$ cat src/rtl/crc_arb_pkg.sv
// rtl/crc_arb_pkg.sv - shared state encoding and defaults for the CRC engine owner arbiter
package crc_arb_pkg;

    localparam int TIMEOUT_CYCLES_DEFAULT = 255;

    typedef enum logic [2:0] {
        IDLE,
        HAND_SEAL,
        SEAL,
        HAND_CPU,
        CPU
    } arb_state_t;

endpackage

$ cat src/rtl/crc_arb_timeout.sv
// rtl/crc_arb_timeout.sv - idle-owner revoke counter and requester masks (used under CRC_ARB_TIMEOUT_EN)
import crc_arb_pkg::*;

module crc_arb_timeout #(
    parameter int TIMEOUT_CYCLES = TIMEOUT_CYCLES_DEFAULT
) (
    input  logic       clk,
    input  logic       rst,
    input  arb_state_t i_state,
    input  logic       i_seal_req,
    input  logic       i_cpu_req,
    input  logic       i_seal_dv,
    input  logic       i_cpu_dv,
    output logic       o_expire,
    output logic       o_timeout_pulse,
    output logic       o_seal_mask,
    output logic       o_cpu_mask
);

    localparam logic [7:0] LP_LIMIT = 8'(TIMEOUT_CYCLES - 1);

    logic [7:0] r_count;
    logic       r_pulse;
    logic       r_seal_mask;
    logic       r_cpu_mask;
    logic       w_owned;
    logic       w_owner_req;
    logic       w_owner_dv;

    assign w_owned     = (i_state == SEAL) || (i_state == CPU);
    assign w_owner_req = (i_state == SEAL) ? i_seal_req : i_cpu_req;
    assign w_owner_dv  = (i_state == SEAL) ? i_seal_dv  : i_cpu_dv;

    // A release in the expiry cycle is a normal hand-back, not a revoke.
    assign o_expire = w_owned && w_owner_req && !w_owner_dv && (r_count == LP_LIMIT);

    always_ff @(posedge clk or posedge rst) begin
        if (rst) begin
            r_count     <= 8'd0;
            r_pulse     <= 1'b0;
            r_seal_mask <= 1'b0;
            r_cpu_mask  <= 1'b0;
        end else begin
            if (w_owned && !w_owner_dv) begin
                r_count <= r_count + 8'd1;
            end else begin
                r_count <= 8'd0;
            end
            r_pulse     <= o_expire;
            r_seal_mask <= (o_expire && (i_state == SEAL)) || (r_seal_mask && i_seal_req);
            r_cpu_mask  <= (o_expire && (i_state == CPU))  || (r_cpu_mask  && i_cpu_req);
        end
    end

    assign o_timeout_pulse = r_pulse;
    assign o_seal_mask     = r_seal_mask;
    assign o_cpu_mask      = r_cpu_mask;

endmodule

$ cat src/rtl/crc_owner_arbiter.sv
// rtl/crc_owner_arbiter.sv - seal/CPU ownership arbiter for a shared CRC engine; CRC_ARB_TIMEOUT_EN adds idle revoke
import crc_arb_pkg::*;

module crc_owner_arbiter #(
    parameter int TIMEOUT_CYCLES = TIMEOUT_CYCLES_DEFAULT
) (
    input  logic       clk,
    input  logic       rst,
    input  logic       seal_req,
    input  logic       seal_crc_init,
    input  logic [7:0] seal_crc_byte,
    input  logic       seal_crc_feed,
    input  logic       cpu_req,
    input  logic       crc_peri_init,
    input  logic [7:0] crc_peri_data,
    input  logic       crc_peri_dv,
    output logic       seal_gnt,
    output logic       cpu_gnt,
    output logic       seal_using_crc,
    output logic       crc_engine_init,
    output logic [7:0] crc_engine_data,
    output logic       crc_engine_dv,
    output logic       timeout_pulse
);

    if (TIMEOUT_CYCLES < 2 || TIMEOUT_CYCLES > 255) begin : g_bad_timeout
        $error("TIMEOUT_CYCLES out of range 2..255");
    end

    arb_state_t r_state;
    arb_state_t w_next;
    logic       r_seal_gnt;
    logic       r_cpu_gnt;
    logic       r_seal_using;
    logic       w_expire;
    logic       w_pulse;
    logic       w_seal_mask;
    logic       w_cpu_mask;
    logic       w_seal_req;
    logic       w_cpu_req;

`ifdef CRC_ARB_TIMEOUT_EN
    crc_arb_timeout #(
        .TIMEOUT_CYCLES (TIMEOUT_CYCLES)
    ) u_timeout (
        .clk             (clk),
        .rst             (rst),
        .i_state         (r_state),
        .i_seal_req      (seal_req),
        .i_cpu_req       (cpu_req),
        .i_seal_dv       (seal_crc_feed),
        .i_cpu_dv        (crc_peri_dv),
        .o_expire        (w_expire),
        .o_timeout_pulse (w_pulse),
        .o_seal_mask     (w_seal_mask),
        .o_cpu_mask      (w_cpu_mask)
    );
`else
    assign w_expire    = 1'b0;
    assign w_pulse     = 1'b0;
    assign w_seal_mask = 1'b0;
    assign w_cpu_mask  = 1'b0;
`endif

    assign w_seal_req = seal_req && !w_seal_mask;
    assign w_cpu_req  = cpu_req  && !w_cpu_mask;

    always_comb begin
        w_next = r_state;
        case (r_state)
            IDLE: begin
                if (w_seal_req) begin
                    w_next = HAND_SEAL;
                end else if (w_cpu_req) begin
                    w_next = HAND_CPU;
                end
            end
            HAND_SEAL: w_next = SEAL;
            HAND_CPU:  w_next = CPU;
            SEAL: begin
                if (!w_seal_req) begin
                    w_next = w_cpu_req ? HAND_CPU : IDLE;
                end else if (w_expire) begin
                    w_next = IDLE;
                end
            end
            CPU: begin
                if (!w_cpu_req) begin
                    w_next = w_seal_req ? HAND_SEAL : IDLE;
                end else if (w_expire) begin
                    w_next = IDLE;
                end
            end
            default: w_next = IDLE;
        endcase
    end

    // Grants and mux select are registered alongside the state so they drop with it on reset.
    always_ff @(posedge clk or posedge rst) begin
        if (rst) begin
            r_state      <= IDLE;
            r_seal_gnt   <= 1'b0;
            r_cpu_gnt    <= 1'b0;
            r_seal_using <= 1'b0;
        end else begin
            r_state      <= w_next;
            r_seal_gnt   <= (w_next == SEAL);
            r_cpu_gnt    <= (w_next == CPU);
            r_seal_using <= (w_next == SEAL) || (w_next == HAND_SEAL);
        end
    end

    always_comb begin
        crc_engine_init = 1'b0;
        crc_engine_data = 8'd0;
        crc_engine_dv   = 1'b0;
        case (r_state)
            HAND_SEAL, HAND_CPU: crc_engine_init = 1'b1;
            SEAL: begin
                crc_engine_init = seal_crc_init;
                crc_engine_data = seal_crc_byte;
                crc_engine_dv   = seal_crc_feed;
            end
            CPU: begin
                crc_engine_init = crc_peri_init;
                crc_engine_data = crc_peri_data;
                crc_engine_dv   = crc_peri_dv;
            end
            default: ;
        endcase
    end

    assign seal_gnt       = r_seal_gnt;
    assign cpu_gnt        = r_cpu_gnt;
    assign seal_using_crc = r_seal_using;
    assign timeout_pulse  = w_pulse;

endmodule

$ cat config.mk
export PLATFORM = sky130hd
export DESIGN_NAME = crc_owner_arbiter
export DESIGN_NICKNAME = d
export VERILOG_FILES = /design/src/rtl/crc_arb_pkg.sv /design/src/rtl/crc_arb_timeout.sv /design/src/rtl/crc_owner_arbiter.sv
export SDC_FILE = /design/constraint.sdc
export NUM_CORES = 1
export LEC_CHECK = 0
export ABC_AREA = 1
export BUFFER_PORTS_ARGS = -buffer_cell sky130_fd_sc_hd__buf_2
export CAP_MARGIN = 0
export CORE_MARGIN = 1.5
export CORE_UTILIZATION = 31
export DETAILED_ROUTE_END_ITERATION = 10
export MAX_ROUTING_LAYER = met4
export PLACE_DENSITY = 0.72
export SLEW_MARGIN = 20
export SYNTH_ARGS = -nofsm -noshare
export SYNTH_HDL_FRONTEND = slang
export SYNTH_SLANG_ARGS = --single-unit
$ cat constraint.sdc
create_clock -name clk -period 1 [get_ports clk]
set_input_delay 0 -clock clk [delete_from_list [all_inputs] [get_ports clk]]
set_output_delay 0 -clock clk [all_outputs]
set_load 0.02 [all_outputs]
Word level (Yosys, flattened, before mapping)
Index checks and enable logic that the tools add are counted.
{"block": "totals", "regBits": 6, "inputBits": 24, "out_inout_bits": 14, "elab_cells": 24}
{"block": "classes", "n_eq_ne": 7, "mux": 10, "n_reduce_logical": 3}
{"op": "$pmux 8 s2", "n": 1}
{"op": "$pmux 3 s5", "n": 1}
{"op": "$mux 3", "n": 4}
{"op": "$eq 3x2->1 const B", "n": 3}
{"op": "$eq 3x1->1 const B", "n": 2}
{"op": "$eq 3x3->1 const B", "n": 2}
{"op": "$logic_not 3->1", "n": 1}
{"op": "$pmux 1 s3", "n": 1}
{"op": "$mux 2", "n": 1}
{"op": "$pmux 1 s2", "n": 1}
{"op": "$reduce_or 2->1", "n": 1}
{"op": "$logic_or 1x1->1", "n": 1}
{"op": "$mux 1", "n": 1}

Longest topological paths before layout
{"block": "logic_depth", "ltp_word": 5, "mapped_depth": 8, "ltp_nobuf": 8}

Worst setup path after synthesis
OpenSTA, ideal clock, no wires.
{"block": "synth_timing", "path_type": "reg-to-output", "startpoint": "register r_state[0]", "endpoint": "output crc_engine_data[0]", "t_arrival_ns": 1.024, "t_required_ns": 1.000, "slack_ns": -0.024, "stages_incl_launch_ff": 5, "n_path_buf": 0, "cell_sequence": "dfrtp_1 > nor2_1 > nand2_1 > inv_2 > a22o_1"}
{"block": "synth_between", "elab_chain_cells": 2, "elab_cells_between_ends": 3, "classes_between": "eq/ne: 2; mux: 1"}
{"element": "start: declaration", "line": "crc_owner_arbiter.sv:30", "source": "arb_state_t r_state;"}
{"element": "start signal: assignment", "line": "crc_owner_arbiter.sv:106", "source": "r_state <= w_next;"}
{"element": "$eq 3x3->1 or $eq 3x2->1 (tied branches)", "line": "crc_owner_arbiter.sv:117", "source": "case (r_state)"}
{"element": "$pmux 8 s2 (*)", "line": "crc_owner_arbiter.sv:117"}
{"element": "end: declaration", "line": "crc_owner_arbiter.sv:21", "source": "output logic [7:0] crc_engine_data,"}
Every way passes the cells marked *; elsewhere a longest branch is shown, timed or not.

Worst setup path after layout
{"block": "layout_timing", "startpoint": "register r_state[0]", "endpoint": "output crc_engine_data[5]"}
Same word-level chain as after synthesis.

==> run_results.csv <==
group,metric,value,unit
logic_synthesis,postSynthAreaPerCell,7.27,µm²
cts,clkLatencyLatePin,0.25,ns
pwr,peakVddDrop,0.00137,V
sta,fin_ws,-0.346,ns
logic_synthesis,yosysWarningCount,0,
cts,ctsHtreeMaxLevel,1,
cts,tritoncts,"yes",
worst_setup_path,slowest_stage,"dfrtp_1",
worst_setup_path,critPathArrivalTime,1.35,ns
worst_setup_path,r2r_slack,-0.25,ns
sta,finClkSkew,0.00486,ns
sta,min_period_over_period,135,%
worst_setup_path,critPathMaxStageDelay,0.41,ns
status,violations,"setup timing",
place,place_congestion,0.904,
finish,drive_above_1_share,54.3,%
route,num_vias,563,
global_routing,grt_pass1_wl,2060,µm
worst_setup_path,cp_max_fo,5,
finish,nNetsFinal,131,
sta,hold_violations,0,
floorplan,fp.dieH,39.6,µm
cts,clk_pin_slew,0.05,ns
logic_synthesis,syn_area,414,µm²
finish,antennaDiodeCount,0,
route,dr.pass1.iters,3,
job,maxCapViolations,0,
worst_setup_path,critPathRequiredTime,1.00,ns
logic_synthesis,synth_seq_area_share,36.3,%
floorplan,rows,12,
route,ant_nets,0,
sta,drv_slew,0,
place,io_buffer_count,36,
logic_synthesis,synthCells,57,
worst_hold_path,worstHoldPathType,"in2reg",
place,dp.cells,109,
cts,cts_buffers,3,
cts,cts.sinks,6,
logic_synthesis,synth-main-ff-cell,"dfrtp_1",
logic_synthesis,synth_commonest_cells,"15 x nand2_1, 9 x a22o_1, 8 x inv_1",
sta,rsz0062_at_grt,"true",
logic_synthesis,yosysTopAreaCell,"dfrtp_1",
logic_synthesis,synth.most_common_cell,"nand2_1",
logic_synthesis,async_flop_share,100,%
finish,instances_no_fill,119,
place,dpl.hpwl,960,µm
global_routing,grt_usage,20.7,%
route,drcViolationCount,0,
worst_setup_path,crit_buf_inv,3,
floorplan,ioPinCount,38,
worst_setup_path,end_kind,"output port",
cts,cts_buffer_depth,2,
worst_setup_path,path_delay_family,"flip-flops",
route,via_per_inst,4.73,
worst_setup_path,cp_common_cell,"buf_6",
logic_synthesis,synth_seq_cells,6,
global_routing,grt_max_degree,7,
pwr,power,2.56,mW
place,place_ws,-0.113,ns
global_routing,grt_overflow_total,0,
pwr,power_density,3260,nW/µm²
finish,syn_to_final_growth,89.7,%
route,drt_iter0_drc,10,
global_routing,grt_pass1_vias,473,
route,wl_per_cell,12.9,µm
place,placed_cell_area,626,µm²
finish,postLayoutCellArea,786,µm²
worst_setup_path,path_class,"reg2out",
floorplan,dieArea,1560,µm²
floorplan,core_area,1170,µm²
floorplan,start_util,35.4,%
logic_synthesis,ys_top_cells_by_area,"dfrtp_1 36%, a22o_1 19%, nand2_1 14%",
status,outcome,"finished, violations left",
worst_setup_path,start_kind,"flop",
global_routing,antenna_found_initial,0,
logic_synthesis,synth_nets,81,
sta,period_minus_slack,1.35,ns
sta,timing.fmax,743,MHz
logic_synthesis,ys_types,14,
sta,setup-violations-final,14,
worst_setup_path,cp_cell_sequence,"inv_2, nand2_2, nor2_4, buf_6, a22o_1, buf_6",
cts,root_buffer,"clkbuf_4",
route,routed_wl,1530,µm
floorplan,dieWidth,39.6,µm
logic_synthesis,yosys.area.top_type_share,36.3,%
pwr,p_leak,0.465,nW
logic_synthesis,synth_edf_count,0,
## metrics by stage
step / util [%] / TNS, ns / hold slack, ns
floorplan: - / -0.0329 / -0.209
global placement: 53.4 / -0.841 / -0.0875
detailed placement: 53.4 / -1.10 / -0.0794
CTS: 64.9 / -3.78 / 0.0835
global route: 67.1 / -5.01 / 0.117
finish: 67.1 / -3.79 / 0.0913
## area by class of cell
type,instances,area (µm²)
Timing Repair inverter,1,7.51
Fill cell,90,385
Inverter,9,33.8
Multi-Input combinational cell,40,229
Sequential cell,6,151
Tap cell,14,17.5
Timing Repair Buffer,46,324
Clock buffer,3,22.5
## path summary, 6_finish.rpt
check	startpoint	cells after the start	endpoint
max in group asynchronous	rst	3	r_state[2]
max reg2reg	r_state[1]	7	seal_using_crc
min in group asynchronous	rst	3	cpu_gnt
max	r_state[0]	6	crc_engine_data[5]
min	cpu_req	3	cpu_gnt
min reg2reg	r_state[2]	3	r_state[0]
## logic make-up (layout without fill, tap and decap cells)
family                 Yosys count  count (layout)  synth area share [%]
flip-flops                       6               6                  36.3
other                            1               1                 0.905
buffers and inverters           11              59                  12.7
AO/OA/AOI/OAI                   11              11                  21.5
AND/OR/NAND/NOR                 28              28                  28.7
## cell usage in the layout, fill, tap and decap left out
cell type / n
nor2_1: 4
inv_1: 7
clkinvlp_4: 1
dfrtp_2: 1
buf_2: 26
nor2_4: 1
nand2_1: 13
buf_4: 8
conb_1: 1
nor2_2: 1
nand3_1: 5
a22o_1: 9
nand2_2: 2
inv_2: 2
buf_6: 11
clkbuf_4: 3
dlygate4sd3_1: 1
nand4_1: 1
o21ai_1: 2
nand2_4: 1
dfrtp_1: 5
## per-layer routing
| layer | GRT usage, % | wire [µm] | up-vias | share of wire, % |
|---|---|---|---|---|
| li1 | - | - | 284 | - |
| met1 | 25.2 | 585 | 261 | 38 |
| met2 | 32.8 | 880 | 14 | 57 |
| met3 | 2.27 | 36 | 4 | 2.3 |
| met4 | 12.1 | 33 | 0 | 2.2 |
| met5 | - | 0 | - | 0 |
## tightest hold or removal path: cells and delay by family
family / cells / cell delay (ns)
compound gates: 1 / 0.13
buf+inv: 2 / 0.17
## state kept, by name (all words and copies together) (netlist names)
register / count
cpu_gnt: 1
r_state: 3
seal_gnt: 1
seal_using_crc: 1
## report_power, final
group / switching, mW / internal [mW]
sequential: 0.107 / 0.364
combinational: 0.964 / 0.903
clock: 0.0889 / 0.136
## timing repair
| item | in CTS | in global routing |
|---|---|---|
| gates resized for setup | 24 | 7 |
| setup endpoints to repair | 14 | 16 |
| endpoints found under the hold margin | 6 | 0 |
| hold buffers | 1 | 0 |
| gates cloned | 2 | 0 |
| buffers inserted | 4 | 0 |
| pin swaps | 4 | 1 |
(Power assumes the default switching activity.)
